`src/rtl/uart_tx_scheduler_if.sv`:
```
// Byte-request and serial-line bundle for uart_tx_scheduler.
// master = requester/baud side, slave = scheduler side.
interface uart_tx_scheduler_if #(
    parameter int DBIT = 8
);
    logic            s_tick;
    logic            req0_valid;
    logic [DBIT-1:0] req0_data;
    logic            req0_ready;
    logic            req1_valid;
    logic [DBIT-1:0] req1_data;
    logic            req1_ready;
    logic            tx;
    logic            busy;
    logic            grant_id;
    logic            tx_done_tick;

    modport master (
        output s_tick, req0_valid, req0_data, req1_valid, req1_data,
        input  req0_ready, req1_ready, tx, busy, grant_id, tx_done_tick
    );

    modport slave (
        input  s_tick, req0_valid, req0_data, req1_valid, req1_data,
        output req0_ready, req1_ready, tx, busy, grant_id, tx_done_tick
    );
endinterface

```
`src/rtl/uart_tx_scheduler.sv`:
```
// Two-requester round-robin UART transmitter: arbitrates in IDLE, then
// serialises start/data(LSB first)/stop paced by the s_tick oversampling strobe.
module uart_tx_scheduler #(
    parameter int DBIT    = 8,
    parameter int OS      = 16,
    parameter int SB_TICK = 16
) (
    input  logic                  clk,
    input  logic                  rst,
    uart_tx_scheduler_if.slave    bus
);
    localparam int TMAX = (OS > SB_TICK) ? OS : SB_TICK;
    localparam int TW   = (TMAX > 1) ? $clog2(TMAX) : 1;
    localparam int BW   = (DBIT > 1) ? $clog2(DBIT) : 1;

    typedef enum logic [1:0] {IDLE, START, DATA, STOP} state_t;

    state_t          state_q;
    logic [TW-1:0]   tick_q;
    logic [BW-1:0]   bit_q;
    logic [DBIT-1:0] shreg_q;
    logic            tx_q;
    logic            grant_q;
    logic            last_q;
    logic            done_q;

    logic            gnt1;
    logic            ready0;
    logic            ready1;
    logic            os_end;
    logic            sb_end;
    logic [DBIT-1:0] shreg_sh;

    // Tie goes to whoever did not own the previous frame; readies are masked during reset.
    always_comb begin
        gnt1     = bus.req1_valid && (!bus.req0_valid || !last_q);
        ready0   = !rst && (state_q == IDLE) && bus.req0_valid && !gnt1;
        ready1   = !rst && (state_q == IDLE) && gnt1;
        os_end   = bus.s_tick && (tick_q == TW'(OS - 1));
        sb_end   = bus.s_tick && (tick_q == TW'(SB_TICK - 1));
        shreg_sh = shreg_q >> 1;
    end

    always_ff @(posedge clk or posedge rst) begin
        if (rst) begin
            state_q <= IDLE;
            tick_q  <= '0;
            bit_q   <= '0;
            shreg_q <= '0;
            tx_q    <= 1'b1;
            grant_q <= 1'b0;
            last_q  <= 1'b1;
            done_q  <= 1'b0;
        end else begin
            done_q <= 1'b0;
            case (state_q)
                IDLE: begin
                    if (ready0 || ready1) begin
                        shreg_q <= ready1 ? bus.req1_data : bus.req0_data;
                        grant_q <= ready1;
                        last_q  <= ready1;
                        tick_q  <= '0;
                        bit_q   <= '0;
                        tx_q    <= 1'b0;
                        state_q <= START;
                    end
                end
                START: begin
                    if (os_end) begin
                        tick_q  <= '0;
                        tx_q    <= shreg_q[0];
                        state_q <= DATA;
                    end else if (bus.s_tick) begin
                        tick_q <= tick_q + TW'(1);
                    end
                end
                DATA: begin
                    if (os_end) begin
                        tick_q <= '0;
                        if (bit_q == BW'(DBIT - 1)) begin
                            tx_q    <= 1'b1;
                            state_q <= STOP;
                        end else begin
                            shreg_q <= shreg_sh;
                            bit_q   <= bit_q + BW'(1);
                            tx_q    <= shreg_sh[0];
                        end
                    end else if (bus.s_tick) begin
                        tick_q <= tick_q + TW'(1);
                    end
                end
                STOP: begin
                    if (sb_end) begin
                        tick_q  <= '0;
                        done_q  <= 1'b1;
                        state_q <= IDLE;
                    end else if (bus.s_tick) begin
                        tick_q <= tick_q + TW'(1);
                    end
                end
                default: state_q <= IDLE;
            endcase
        end
    end

    assign bus.req0_ready   = ready0;
    assign bus.req1_ready   = ready1;
    assign bus.tx           = tx_q;
    assign bus.busy         = (state_q != IDLE);
    assign bus.grant_id     = grant_q;
    assign bus.tx_done_tick = done_q;
endmodule

```
`src/flat_wrapper.sv`:
```
// flat-port wrapper written by rule: the top's interface ports become plain ports
module uart_tx_scheduler_flat 
#(
    parameter int DBIT    = 8,
    parameter int OS      = 16,
    parameter int SB_TICK = 16
)
  (clk, rst, bus_s_tick, bus_req0_valid, bus_req0_data, bus_req1_valid, bus_req1_data, bus_req0_ready, bus_req1_ready, bus_tx, bus_busy, bus_grant_id, bus_tx_done_tick);
  uart_tx_scheduler_if #(.DBIT(DBIT)) bus_i ();
  input  logic clk;
  input  logic rst;
  input wire logic [$bits(bus_i.s_tick)-1:0] bus_s_tick;
  input wire logic [$bits(bus_i.req0_valid)-1:0] bus_req0_valid;
  input wire logic [$bits(bus_i.req0_data)-1:0] bus_req0_data;
  input wire logic [$bits(bus_i.req1_valid)-1:0] bus_req1_valid;
  input wire logic [$bits(bus_i.req1_data)-1:0] bus_req1_data;
  output wire logic [$bits(bus_i.req0_ready)-1:0] bus_req0_ready;
  output wire logic [$bits(bus_i.req1_ready)-1:0] bus_req1_ready;
  output wire logic [$bits(bus_i.tx)-1:0] bus_tx;
  output wire logic [$bits(bus_i.busy)-1:0] bus_busy;
  output wire logic [$bits(bus_i.grant_id)-1:0] bus_grant_id;
  output wire logic [$bits(bus_i.tx_done_tick)-1:0] bus_tx_done_tick;
  assign bus_i.s_tick = bus_s_tick;
  assign bus_i.req0_valid = bus_req0_valid;
  assign bus_i.req0_data = bus_req0_data;
  assign bus_i.req1_valid = bus_req1_valid;
  assign bus_i.req1_data = bus_req1_data;
  assign bus_req0_ready = bus_i.req0_ready;
  assign bus_req1_ready = bus_i.req1_ready;
  assign bus_tx = bus_i.tx;
  assign bus_busy = bus_i.busy;
  assign bus_grant_id = bus_i.grant_id;
  assign bus_tx_done_tick = bus_i.tx_done_tick;
  uart_tx_scheduler #(.DBIT(DBIT), .OS(OS), .SB_TICK(SB_TICK)) u_core (.clk(clk), .rst(rst), .bus(bus_i));
endmodule
```
`config.mk`:
```
export PLATFORM = sky130hd
export DESIGN_NAME = uart_tx_scheduler_flat
export DESIGN_NICKNAME = d
export VERILOG_FILES = /design/src/rtl/uart_tx_scheduler_if.sv /design/src/rtl/uart_tx_scheduler.sv /design/src/flat_wrapper.sv
export SDC_FILE = /design/constraint.sdc
export NUM_CORES = 1
export LEC_CHECK = 0
export CAP_MARGIN = 25
export CORE_MARGIN = 2
export CORE_UTILIZATION = 27
export DETAILED_ROUTE_END_ITERATION = 8
export HOLD_SLACK_MARGIN = 0.05
export PLACE_DENSITY_LB_ADDON = 0.3
export SLEW_MARGIN = 40
export SYNTH_ARGS = -nofsm -noshare
export SYNTH_HDL_FRONTEND = slang
export SYNTH_SLANG_ARGS = --single-unit
```
`constraint.sdc`:
```
create_clock -name clk -period 4.95 [get_ports clk]
set_input_delay 0.495 -clock clk [delete_from_list [all_inputs] [get_ports clk]]
set_output_delay 0.495 -clock clk [all_outputs]
set_load 0.02 [all_outputs]
```
# Word-level counts from Yosys, hierarchy flattened
# Cells that the tools add are included.
# totals
input_bits,21
word_cells,70
out_inout_bits,6
reg_bits,21
# classes
addsub,2
eq_ne,12
muxes,26
n_reduce_logical,22
# op_table
op,count
$mux W8,4
$pmux W8 S2,1
$mux W4,3
$mux W2,5
$mux W3,3
$ne A2 B1 Y1 const B,4
$pmux W2 S4,1
$pmux W4 S2,1
$reduce_and A4 Y1,2
$logic_and A1 B1 Y1,6
$mux W1,6
$pmux W3 S2,1
$reduce_and A5 Y1,1
$add A4 B1 Y4 const B,1
$eq A2 B2 Y1 const B,2
$eq A4 B4 Y1 const B,1
$logic_not A1 Y1,4
$ne A2 B2 Y1 const B,2
$reduce_and A2 Y1,2
$reduce_bool A2 Y1,2
$add A3 B1 Y3 const B,1
$eq A3 B3 Y1 const B,1
$ne A3 B1 Y1 const B,1
$pmux W1 S3,1
5 further kinds,6

# Logic depth before layout (Yosys ltp)
# logic_depth
depth_word,8
depth_mapped,8
mapped_depth_nobuf,6

# Least setup slack after synthesis
# No wires, ideal clock.
# synth_path
path_type,input -> output
startpoint,input rst
endpoint,output bus_req0_ready
t_arrival_ns,1.556
path_stages,3
setup_slack_ns,2.899
required_ns,4.455
n_path_buf,0
path_cell_list,inv_1 -> nand3_1 -> a21oi_1
# synth_via
elab_chain_cells,4
# synth_lines
item,line,rtl
from (decl),flat_wrapper.sv:11,input logic rst;
$logic_not A1 Y1,uart_tx_scheduler.sv:37,ready0 = !rst && (state_q == IDLE) && bus.req0_valid && !gnt1;
$logic_and A1 B1 Y1 (3 in series),uart_tx_scheduler.sv:37,
to (decl),flat_wrapper.sv:17,output wire logic [$bits(bus_i.req0_ready)-1:0] bus_req0_ready;
# No other way between the ends.

# Final worst setup path
# layout_path
startpoint,register u_core.state_q[0]
endpoint,output bus_req1_ready
# layout_via
elab_chain_cells,3
# layout_lines
item,line,rtl
from (decl),uart_tx_scheduler.sv:18,state_t state_q;
from (signal assigned),uart_tx_scheduler.sv:46,state_q <= IDLE;
from (signal assigned),uart_tx_scheduler.sv:65,state_q <= START;
from (signal assigned),uart_tx_scheduler.sv:72,state_q <= DATA;
$logic_not A2 Y1,uart_tx_scheduler.sv:38,ready1 = !rst && (state_q == IDLE) && gnt1;
$logic_and A1 B1 Y1 (2 in series),uart_tx_scheduler.sv:38,
to (decl),flat_wrapper.sv:18,output wire logic [$bits(bus_i.req1_ready)-1:0] bus_req1_ready;
# No other way between the ends.

==> impl_metrics.py <==
metrics = {
    "power": {
        "total_power_w": 0.0008366,
        "p_leak_nw": 0.7642,
        "p_per_area_nw_per_um2": 515.2,
        "peakVddDrop_mv": 0.1747,
    },
    "setup_path": {
        "crit_fanout": 10,
        "crit_start": "u_core.state_q[0]",
        "worstReg2RegEnd": "u_core.bit_q[0]",
        "cp_slowest_stage_delay_ns": 0.62,
        "start_kind": "flip-flop",
        "worstPathRequired_ns": 4.45,
        "path_cells": "inv_1 > ha_1 > and3b_1 > and2_4 > clkdlybuf4s50_1",
        "cp_slowest_cell": "clkdlybuf4s50_1",
        "crit_end": "bus_req1_ready",
        "cp_data_arrival_time_ns": 2.37,
        "critPathBufInv": 2,
        "path_depth": 5,
        "end_kind": "output port",
        "critical_path_class": "flip-flop to output port",
        "reg2reg_depth": 5,
        "crit_family": "buffers and inverters",
        "r2r_setup_slack_ns": 2.31,
        "r2r-start": "u_core.state_q[0]",
    },
    "die": {
        "initial_utilization": 0.2762,
        "design.die.area_um2": 5337,
        "die_y_um": 73.06,
        "rows": 25,
        "ios": 27,
        "core_area_um2": 4661,
        "fp.dieW_um": 73.06,
    },
    "drt": {
        "viasPerCell": 5.148,
        "drt_iter0_markers": 62,
        "wl_per_cell_um": 13.58,
        "dr.pass1.iters": 5,
        "vias": 1081,
        "ant_nets": 0,
        "drt_wl_total_um": 2851,
        "drc": 0,
    },
    "global_route": {
        "grt_usage": 0.1130,
        "grt_max_degree": 23,
        "antenna_found_initial": 0,
        "gr-total-overflow": 0,
        "grt_first_pass_wirelength_um": 4719,
        "grt_pass1_vias": 1090,
    },
    "place": {
        "gp_congestion": 0.7498,
        "io_buffers": 26,
        "dp_hpwl_um": 2125,
    },
    "timing": {
        "tns_ns": 0,
        "tightestPinTransition_ns": 0.8227,
        "rsz0062_at_grt": "no",
        "period_share": 0.5792,
        "setup_viol": 0,
        "fin_worst_skew_ns": 0.006050,
        "finalMaxSlewViolations": 0,
        "fin_crit_ns": 2.867,
        "hold_viol": 0,
        "relSlewSlack": 0.4478,
        "fmax_mhz": 348.8,
    },
    "status": {
        "outcome": "finished, final reports clean",
    },
    "logic_synthesis": {
        "ys_ff_latch": 21,
        "synth_area_um2": 1287,
        "synth-main-ff-cell": "dfrtp_1",
        "ys_seq_area_frac": 0.4101,
        "synth-edff-count": 0,
        "syn_area_per_cell_um2": 9.754,
        "ys_warn_count": 0,
        "synth_nets": 162,
        "synth.distinct_cells": 35,
        "synthesis.instances": 132,
        "async_flop_share": 1.000,
    },
    "cts": {
        "cts_resized": 0,
        "clkSinkCount": 21,
        "clkLatencyLatePin_ns": 0.27,
        "post-cts-setup-buffers": 0,
        "numCtsBuffers": 3,
        "cts_buffer_depth": 2,
        "cts.hold.buffers_added": 0,
        "cts_tree": "yes",
        "cts-root-buf": "clkbuf_8",
        "h-tree-depth": 1,
        "clkSlewWorstSetupHoldPaths_ns": 0.08,
    },
    "layout": {
        "final_common_cell": "clkdlybuf4s50_1",
        "final_cell_mix": "26 x clkdlybuf4s50_1, 19 x dfrtp_1, 13 x o21ai_0, 11 x inv_1, 10 x a32o_1",
        "area_growth_pct": 26.14,
        "fin_nets": 187,
        "drive_gt1_frac": 0.1026,
        "n_antenna_cell": 0,
    },
    "hold_path": {
        "hold_class": "flip-flop to flip-flop",
    },
    "job": {
        "drv_cap": 0,
    },
}
-- kinds of logic after synthesis --
family,Yosys count,share of synthesized area
buf+inv,19,0.06997
mux,5,0.04567
fa+ha+maj,9,0.08747
simple gates,30,0.1225
flops,21,0.4101
compound gates,48,0.2643
-- through the flow --
| stage | instances | hold slack [ns] | setup WS [ns] | cell area, um2 | util |
|---|---|---|---|---|---|
| finish | 210 | 0.4690 | 2.083 | 1624 | 0.3485 |
| global route | 210 | 0.5020 | 1.926 | 1624 | 0.3485 |
| CTS | 210 | 0.4728 | 1.677 | 1624 | 0.3485 |
| detailed placement | 206 | 0.4606 | 1.685 | 1578 | 0.3385 |
| global placement | 206 | 0.4526 | 1.807 | 1578 | 0.3385 |
| floorplan | 132 | 0.4419 | 2.899 | 1287 | - |
-- routing by layer --
| layer | vias to the layer above | GRT usage | share of wire |
|---|---|---|---|
| met3 | 4 | 0.02210 | 0.037 |
| li1 | 531 | - | - |
| met2 | 20 | 0.2062 | 0.52 |
| met4 | 0 | 0.04733 | 0.017 |
| met1 | 526 | 0.1265 | 0.42 |
| met5 | - | 0 | 0 |
-- worst register-to-register path, delay by kind of cell, from the launching register on --
| kind | cells | cell delay [ns] |
|---|---|---|
| DFF | 1 | 0.42 |
| AOI/OAI and AO/OA | 1 | 0.73 |
| adders and majority gates | 1 | 0.54 |
| buffers and inverters | 1 | 0.14 |
| muxes | 1 | 0.41 |
| and+or+nand+nor | 1 | 0.30 |
-- worst min-delay path by stage --
| stage | slack [ns] | to | cells after the start | startpoint |
|---|---|---|---|---|
| global placement | 0.45 | u_core.last_q | 2 | u_core.last_q |
| detailed placement | 0.46 | u_core.last_q | 2 | u_core.last_q |
| floorplan | 0.44 | u_core.last_q | 2 | u_core.last_q |
| CTS | 0.47 | u_core.last_q | 2 | u_core.last_q |
| finish | 0.47 | u_core.last_q | 2 | u_core.last_q |
| global route | 0.50 | u_core.last_q | 2 | u_core.last_q |
-- cells in the mapped netlist, types with 2 or more instances --
master | instances | area (um2)
dfrtp_1 | 19 | 475.5
o21ai_0 | 13 | 65.06
inv_1 | 12 | 45.04
a32o_1 | 10 | 100.1
ha_1 | 9 | 112.6
a21o_1 | 8 | 60.06
nor2_1 | 8 | 30.03
a31oi_1 | 7 | 43.79
nand2_1 | 6 | 22.52
a21oi_1 | 3 | 15.01
buf_2 | 3 | 15.01
mux2_2 | 3 | 33.78
nand4_1 | 3 | 18.77
a21bo_2 | 2 | 20.02
buf_6 | 2 | 22.52
clkbuf_1 | 2 | 7.510
dfstp_2 | 2 | 52.55
nor2b_1 | 2 | 12.51
nor3_1 | 2 | 10.01
-- final cells by class --
cell class / instances / area (um2)
fillers: 464 / 3037
multi-input cells: 92 / 669.4
flip-flops and latches: 21 / 528.0
repair buffers: 27 / 267.8
well taps: 54 / 67.56
inverters: 12 / 45.04
clock buffers: 3 / 41.29
clock inverters: 1 / 5.005
-- where the power goes --
part / leakage (nW) / switching [W] / internal, W / total (W)
combinational: 0.476 / 0.000221 / 0.000204 / 0.000425
clock: 0.0255 / 0.0000596 / 0.0000562 / 0.000116
sequential: 0.262 / 0.0000509 / 0.000245 / 0.000296
total: 0.764 / 0.000332 / 0.000505 / 0.000837
-- flip-flops by register name, indices dropped and copies added, names as in the netlist --
register                 flops
u_core.bit_q                 3
u_core.bus.grant_id          1
u_core.bus.tx                1
u_core.bus.tx_done_tick      1
u_core.last_q                1
u_core.shreg_q               8
u_core.state_q               2
u_core.tick_q                4
Power figures use the tool's default switching activity.
